### src/rtl/cartridge_bus_pkg.sv
// Shared types and constants for the cartridge bus engine: FSM states, SRAM select decode and
// the request bundle.
package cartridge_bus_pkg;

  typedef enum logic [1:0] {StIdle, StSetup, StStrobe, StHold} cart_state_e;

  localparam logic [2:0]  CS_ADDR_HI  = 3'b101;
  localparam int unsigned CS_ADDR_MSB = 15;
  localparam int unsigned CS_ADDR_LSB = 13;

  typedef struct packed {
    logic        write;
    logic [15:0] addr;
    logic [7:0]  wdata;
    logic [7:0]  len;
  } cart_req_t;

  function automatic logic sram_sel(input logic [15:0] addr);
    return addr[CS_ADDR_MSB:CS_ADDR_LSB] == CS_ADDR_HI;
  endfunction

  function automatic int unsigned timer_width(input int unsigned s, input int unsigned t,
                                              input int unsigned h);
    int unsigned m;
    m = (s > t) ? s : t;
    m = (m > h) ? m : h;
    return $clog2(m + 1);
  endfunction

endpackage

### src/rtl/cart_bus_phase_timer.sv
// Loadable down-counter timing one bus phase; done_o is high once the count reaches zero.
module cart_bus_phase_timer #(
  parameter int unsigned Width = 3
) (
  input  logic             clk_i,
  input  logic             rst_ni,
  input  logic             load_i,
  input  logic [Width-1:0] load_val_i,
  output logic             done_o
);

  logic [Width-1:0] cnt_q, cnt_d;

  always_comb begin
    cnt_d = cnt_q;
    if (load_i) begin
      cnt_d = load_val_i;
    end else if (cnt_q != '0) begin
      cnt_d = cnt_q - Width'(1);
    end
  end

  always_ff @(posedge clk_i) begin
    if (!rst_ni) begin
      cnt_q <= '0;
    end else begin
      cnt_q <= cnt_d;
    end
  end

  assign done_o = (cnt_q == '0);

endmodule

### src/rtl/cartridge_bus_engine.sv
// Game Boy cartridge bus sequencer: SETUP/STROBE/HOLD cycles with registered strobes.
// Define CART_BUS_BURST_EN to honour req_len_i for auto-incrementing read bursts.
module cartridge_bus_engine
  import cartridge_bus_pkg::*;
#(
  parameter int unsigned SETUP_CYCLES  = 2,
  parameter int unsigned STROBE_CYCLES = 4,
  parameter int unsigned HOLD_CYCLES   = 1
) (
  input  logic        clock_i,
  input  logic        reset_ni,
  input  logic        req_valid_i,
  output logic        req_ready_o,
  input  logic        req_write_i,
  input  logic [15:0] req_addr_i,
  input  logic [7:0]  req_wdata_i,
  input  logic [7:0]  req_len_i,
  output logic        resp_valid_o,
  output logic [7:0]  resp_rdata_o,
  output logic        resp_last_o,
  output logic [15:0] cart_a_o,
  output logic [7:0]  cart_d_out_o,
  output logic        cart_d_oe_o,
  input  logic [7:0]  cart_d_in_i,
  output logic        cart_nrd_o,
  output logic        cart_nwr_o,
  output logic        cart_ncs_o,
  output logic        cart_phi_o,
  output logic        dir_a_lo_o,
  output logic        dir_a_hi_o,
  output logic        dir_ctrl_o,
  output logic        dir_d_o,
  output logic        shifter_n_oe_o
);

  localparam int unsigned CntW = timer_width(SETUP_CYCLES, STROBE_CYCLES, HOLD_CYCLES);
  localparam logic [CntW-1:0] SetupLd  = CntW'(SETUP_CYCLES - 1);
  localparam logic [CntW-1:0] StrobeLd = CntW'(STROBE_CYCLES - 1);
  localparam logic [CntW-1:0] HoldLd   = CntW'(HOLD_CYCLES - 1);

  cart_state_e state_q;
  cart_req_t   req;
  logic        write_q, shifter_n_oe_q;
  logic [15:0] cart_a_q;
  logic [7:0]  cart_d_out_q, rdata_q, resp_rdata_q;
  logic        cart_d_oe_q, dir_d_q, nrd_q, nwr_q, ncs_q, phi_q;
  logic        resp_valid_q, resp_last_q;
  logic        accept, last_beat, tmr_done, tmr_load;
  logic [CntW-1:0] tmr_val;

  assign req = '{write: req_write_i, addr: req_addr_i, wdata: req_wdata_i, len: req_len_i};

`ifdef CART_BUS_BURST_EN
  logic [7:0] beats_q;
  assign last_beat = (beats_q == 8'd0);
`else
  logic unused_len;
  assign unused_len = ^req.len;
  assign last_beat  = 1'b1;
`endif

  // Ready also in the final HOLD cycle so a waiting request starts SETUP with no idle gap.
  assign req_ready_o = !shifter_n_oe_q &&
                       ((state_q == StIdle) || (state_q == StHold && tmr_done && last_beat));
  assign accept      = req_valid_i && req_ready_o;

  always_comb begin
    tmr_load = 1'b0;
    tmr_val  = '0;
    if (tmr_done) begin
      case (state_q)
        StSetup:  begin tmr_load = 1'b1; tmr_val = StrobeLd; end
        StStrobe: begin tmr_load = 1'b1; tmr_val = HoldLd;   end
        StHold:   if (!last_beat) begin tmr_load = 1'b1; tmr_val = SetupLd; end
        default:  ;
      endcase
    end
    if (accept) begin
      tmr_load = 1'b1;
      tmr_val  = SetupLd;
    end
  end

  cart_bus_phase_timer #(
    .Width(CntW)
  ) u_timer (
    .clk_i     (clock_i),
    .rst_ni    (reset_ni),
    .load_i    (tmr_load),
    .load_val_i(tmr_val),
    .done_o    (tmr_done)
  );

  always_ff @(posedge clock_i) begin
    if (!reset_ni) begin
      state_q        <= StIdle;
      write_q        <= 1'b0;
      cart_a_q       <= 16'h0000;
      cart_d_out_q   <= 8'h00;
      cart_d_oe_q    <= 1'b0;
      dir_d_q        <= 1'b0;
      nrd_q          <= 1'b1;
      nwr_q          <= 1'b1;
      ncs_q          <= 1'b1;
      phi_q          <= 1'b0;
      rdata_q        <= 8'h00;
      resp_valid_q   <= 1'b0;
      resp_rdata_q   <= 8'h00;
      resp_last_q    <= 1'b0;
      shifter_n_oe_q <= 1'b1;
`ifdef CART_BUS_BURST_EN
      beats_q        <= 8'd0;
`endif
    end else begin
      shifter_n_oe_q <= 1'b0;
      resp_valid_q   <= 1'b0;
      case (state_q)
        StSetup: if (tmr_done) begin
          state_q <= StStrobe;
          nrd_q   <= write_q;
          nwr_q   <= !write_q;
          phi_q   <= 1'b1;
        end
        StStrobe: if (tmr_done) begin
          state_q <= StHold;
          nrd_q   <= 1'b1;
          nwr_q   <= 1'b1;
          phi_q   <= 1'b0;
          rdata_q <= cart_d_in_i;
        end
        StHold: if (tmr_done) begin
          resp_valid_q <= 1'b1;
          resp_last_q  <= last_beat;
          resp_rdata_q <= write_q ? 8'h00 : rdata_q;
          if (!last_beat) begin
            state_q  <= StSetup;
            cart_a_q <= cart_a_q + 16'd1;
            ncs_q    <= !sram_sel(cart_a_q + 16'd1);
`ifdef CART_BUS_BURST_EN
            beats_q  <= beats_q - 8'd1;
`endif
          end else begin
            state_q     <= StIdle;
            cart_d_oe_q <= 1'b0;
            dir_d_q     <= 1'b0;
            ncs_q       <= 1'b1;
          end
        end
        default: ;
      endcase
      // A new request overrides the idle/last-HOLD updates above.
      if (accept) begin
        state_q     <= StSetup;
        write_q     <= req.write;
        cart_a_q    <= req.addr;
        ncs_q       <= !sram_sel(req.addr);
        cart_d_oe_q <= req.write;
        dir_d_q     <= req.write;
        if (req.write) cart_d_out_q <= req.wdata;
`ifdef CART_BUS_BURST_EN
        beats_q     <= req.write ? 8'd0 : req.len;
`endif
      end
    end
  end

  assign resp_valid_o   = resp_valid_q;
  assign resp_rdata_o   = resp_rdata_q;
  assign resp_last_o    = resp_last_q;
  assign cart_a_o       = cart_a_q;
  assign cart_d_out_o   = cart_d_out_q;
  assign cart_d_oe_o    = cart_d_oe_q;
  assign cart_nrd_o     = nrd_q;
  assign cart_nwr_o     = nwr_q;
  assign cart_ncs_o     = ncs_q;
  assign cart_phi_o     = phi_q;
  assign dir_a_lo_o     = 1'b1;
  assign dir_a_hi_o     = 1'b1;
  assign dir_ctrl_o     = 1'b1;
  assign dir_d_o        = dir_d_q;
  assign shifter_n_oe_o = shifter_n_oe_q;

endmodule

### config.mk
export PLATFORM = sky130hd
export DESIGN_NAME = cartridge_bus_engine
export DESIGN_NICKNAME = d
export VERILOG_FILES = /design/src/rtl/cartridge_bus_pkg.sv /design/src/rtl/cart_bus_phase_timer.sv /design/src/rtl/cartridge_bus_engine.sv
export SDC_FILE = /design/constraint.sdc
export NUM_CORES = 1
export LEC_CHECK = 0
export CORE_MARGIN = 5
export CORE_UTILIZATION = 50
export CTS_BUF_LIST = sky130_fd_sc_hd__clkbuf_8
export DETAILED_ROUTE_END_ITERATION = 8
export DONT_BUFFER_PORTS = 1
export PLACE_DENSITY = 0.69
export SLEW_MARGIN = 40
export SYNTH_ARGS = -nofsm -noshare
export SYNTH_HDL_FRONTEND = slang
export SYNTH_SLANG_ARGS = --single-unit
### constraint.sdc
create_clock -name clock_i -period 2.05 [get_ports clock_i]
set_input_delay 0.3075 -clock clock_i [delete_from_list [all_inputs] [get_ports clock_i]]
set_output_delay 0.3075 -clock clock_i [all_outputs]
set_load 0.01 [all_outputs]
==> flow_summary_export.csv <==
group,metric,value,unit
outcome,status,"finished, final reports clean",
clocking,clock-root-buffer,"clkbuf_8",
floorplanning,num_rows,24,
placed_design,dp_slack,245,ps
final_layout,nNetsFinal,307,
global_route,grt_pass1_vias,1593,
worst_setup_path,worst_setup_path_end_kind,"register",
final_layout,drive_above_1_share,10.9,%
synth,synth.avg_cell_area,8.43,um^2
placed_design,dp_hpwl,3180,um
floorplanning,die_width,76.5,um
synth,synth_most_common_cell,"nand2_1",
sta,hold_viol_final,0,
pwr,pwr-share-comb,31.6,%
worst_setup_path,path_max_fanout,13,
synth,synth_top_cell_by_area,"dfxtp_1",
floorplanning,ioPinCount,89,
worst_setup_path,cp_data_arrival_time,2040,ps
detailed_routing,dr.first_iter.drc_count,70,
pwr,switchingPower,0.989,mW
placed_design,io_buffers,0,
synth,synth_edf_count,0,
placed_design,dp_cells,301,
sta,min_period_over_period,88.9,%
run,drv_cap,0,
final_layout,final_cells,309,
global_route,grt.busiest_layer,"met2",
worst_setup_path,required,2270,ps
pwr,power.density,1200,mW/mm^2
detailed_routing,dr.pass1.iters,4,
clocking,cts.sinks,54,
pwr,clock_power_share,21.0,%
clocking,clk_pin_slew,90,ps
sta,whs,74.4,ps
sta,maxSlewHeadroom,60.2,%
synth,ys_seq_area_share,49.0,%
final_layout,area_growth,3.34,%
sta,skew,10.5,ps
final_layout,antennaDiodeCount,0,
synth,yosysWarnings,0,
pwr,ir_worst_vdd,553,uV
detailed_routing,vias,1656,
placed_design,place_congestion,0.724,
sta,worstMarginPinSlew,596,ps
global_route,use_met2,24.2,%
final_layout,layout.area.seq,0.00108,mm^2
detailed_routing,drt-total-wl,4470,um
worst_hold_path,hold_class,"input pin to register",
global_route,grt_pass1_wl,7620,um
floorplanning,core,0.00432,mm^2
global_route,grt-ovfl-total,0,
final_layout,finalCoreUtilization,52.8,%
synth,synthTopCellsByArea,"dfxtp_1 49%, nand2_1 9.7%, a21oi_1 7.9%",
clocking,cts_setup_buffers,0,
floorplanning,die_h,76.5,um
clocking,cts_resized,0,
clocking,cts_tree,"built",
pwr,pwr-share-seq,47.4,%
synth,netlist.area_leader.share,49.0,%
synth,synth-seq-cells,54,
sta,fin_tns_setup,0,ps
pwr,netSwitchingFraction,36.2,%
worst_setup_path,crit_type,"register to register",
sta,slew_viol_final,0,
sta,final.setup.worst_slack,227,ps
synth,synth_cell_types,35,
synth,async_flop_share,0,%
sta,max_freq,549,MHz
clocking,clkLatencyLatePin,310,ps
worst_setup_path,startpoint_type,"register",
final_layout,fill_cells,427,
floorplanning,dieArea,0.00585,mm^2
global_route,grt_usage,16.0,%
clocking,cts.hold.buffers_added,0,
global_route,grt_use_met3,7.80,%
final_layout,multiInputGateArea,967,um^2
global_route,grtUsageMet1,19.3,%
pwr,intPower,1.74,mW
clocking,cts_buffers,5,
sta,grt_setup_unrepaired,"false",
floorplanning,start_util,51.1,%
synth,ys.flop_type,"dfxtp_1",
sta,period_needed,1820,ps
detailed_routing,post_drt_wl_per_cell,14.5,um
clocking,htree_levels,2,
synth,synthTopCellsByCount,"57 x nand2_1, 54 x dfxtp_1, 35 x a21oi_1, 22 x nor2_1, 16 x nand3_1",
detailed_routing,drc,0,
synth,netlist_area,0.00221,mm^2
sta,setup_viol,0,
global_route,grt_max_degree,38,
global_route,antenna_found_initial,0,
clocking,clockBufferDepth,2,
detailed_routing,drtAntennaViolNets,0,
synth,syn_inst,262,
detailed_routing,vias_per_cell,5.36,
pwr,leakagePower,0.842,nW
[power by group through the flow]
| stage | Sequential (mW) | Combinational [mW] | Clock [mW] |
|---|---|---|---|
| after floorplan | 1.29 | 0.750 | 0 |
| after detailed placement | 1.32 | 0.865 | 0 |
| after CTS | 1.30 | 0.869 | 0.601 |
| after global placement | 1.32 | 0.839 | 0 |
| after global routing | 1.31 | 0.990 | 0.652 |
| final | 1.29 | 0.862 | 0.573 |
[worst max-delay path, stage by stage (launching register included)]
cell	delay, ps
dfxtp_1	340
inv_1	50
ha_1	200
ha_1	250
a21oi_4	190
nand2b_2	320
nand2_1	160
a211oi_1	230
[cells in the final DEF, fill, tap and decap left out]
master,instances
a211oi_1,2
a21oi_1,35
a21oi_2,1
a21oi_4,1
a221oi_1,1
a31oi_1,2
and3_1,1
and3b_1,1
buf_4,7
clkbuf_8,5
clkinv_2,1
clkinv_4,1
conb_1,3
dfxtp_1,54
ha_1,7
inv_1,8
inv_2,1
nand2_1,57
nand2b_2,1
nand3_1,16
nand3_2,1
nor2_1,22
nor2b_1,1
nor2b_2,1
nor3_1,2
nor3b_1,8
o211a_1,1
o21a_1,1
o21ai_0,3
o21ai_2,8
o22ai_1,1
o2bb2ai_1,1
o311a_1,1
o32ai_1,1
[metrics by stage]
step	total power [mW]	area [um^2]
2_1_floorplan	2.04	2220
4_1_cts	2.77	2280
3_5_place_dp	2.19	2200
6_report	2.73	2280
5_1_grt	2.95	2280
3_3_place_gp	2.16	2200
[logic make-up after synthesis]
family,Yosys count,share of synthesized area [%]
AOI/OAI and AO/OA,59,16.9
DFF,54,49.0
buffers and inverters,30,7.59
and+or+nand+nor,111,22.4
other,1,0.170
adders and majority gates,7,3.97
[registers in the layout (all words and copies together), names as in the netlist]
register	cells
u_timer.cnt_q	3
cart_phi_o	1
cart_d_out_o	8
state_q	2
cart_nrd_o	1
cart_nwr_o	1
cart_a_o	16
cart_ncs_o	1
resp_valid_o	1
rdata_q	8
dir_d_o	1
write_q	1
resp_last_o	1
resp_rdata_o	8
shifter_n_oe_o	1
[metal layers]
| layer | up-vias | wire length (um) |
|---|---|---|
| met4 | 0 | 42 |
| met5 | - | 0 |
| met2 | 57 | 2020 |
| met3 | 4 | 456 |
| met1 | 742 | 1950 |
| li1 | 853 | - |
[cell type report]
class	count	share of cell area, %
Clock buffer	5	3.02
Clock inverter	3	0.768
Inverter	8	1.32
Multi-Input combinational cell	180	42.4
Sequential cell	54	47.4
Tap cell	52	2.85
Timing Repair Buffer	7	2.30
[worst paths after layout]
path / startpoint / endpoint / slack [ps] / depth (start not counted)
setup / recovery: u_timer.cnt_q[0] / u_timer.cnt_q[1] / 230 / 7
hold / removal: reset_ni / cart_nwr_o / 70 / 1
setup reg to reg: u_timer.cnt_q[0] / u_timer.cnt_q[1] / 230 / 7
hold reg to reg: rdata_q[3] / rdata_q[3] / 460 / 2
(Power assumes the default switching activity.)
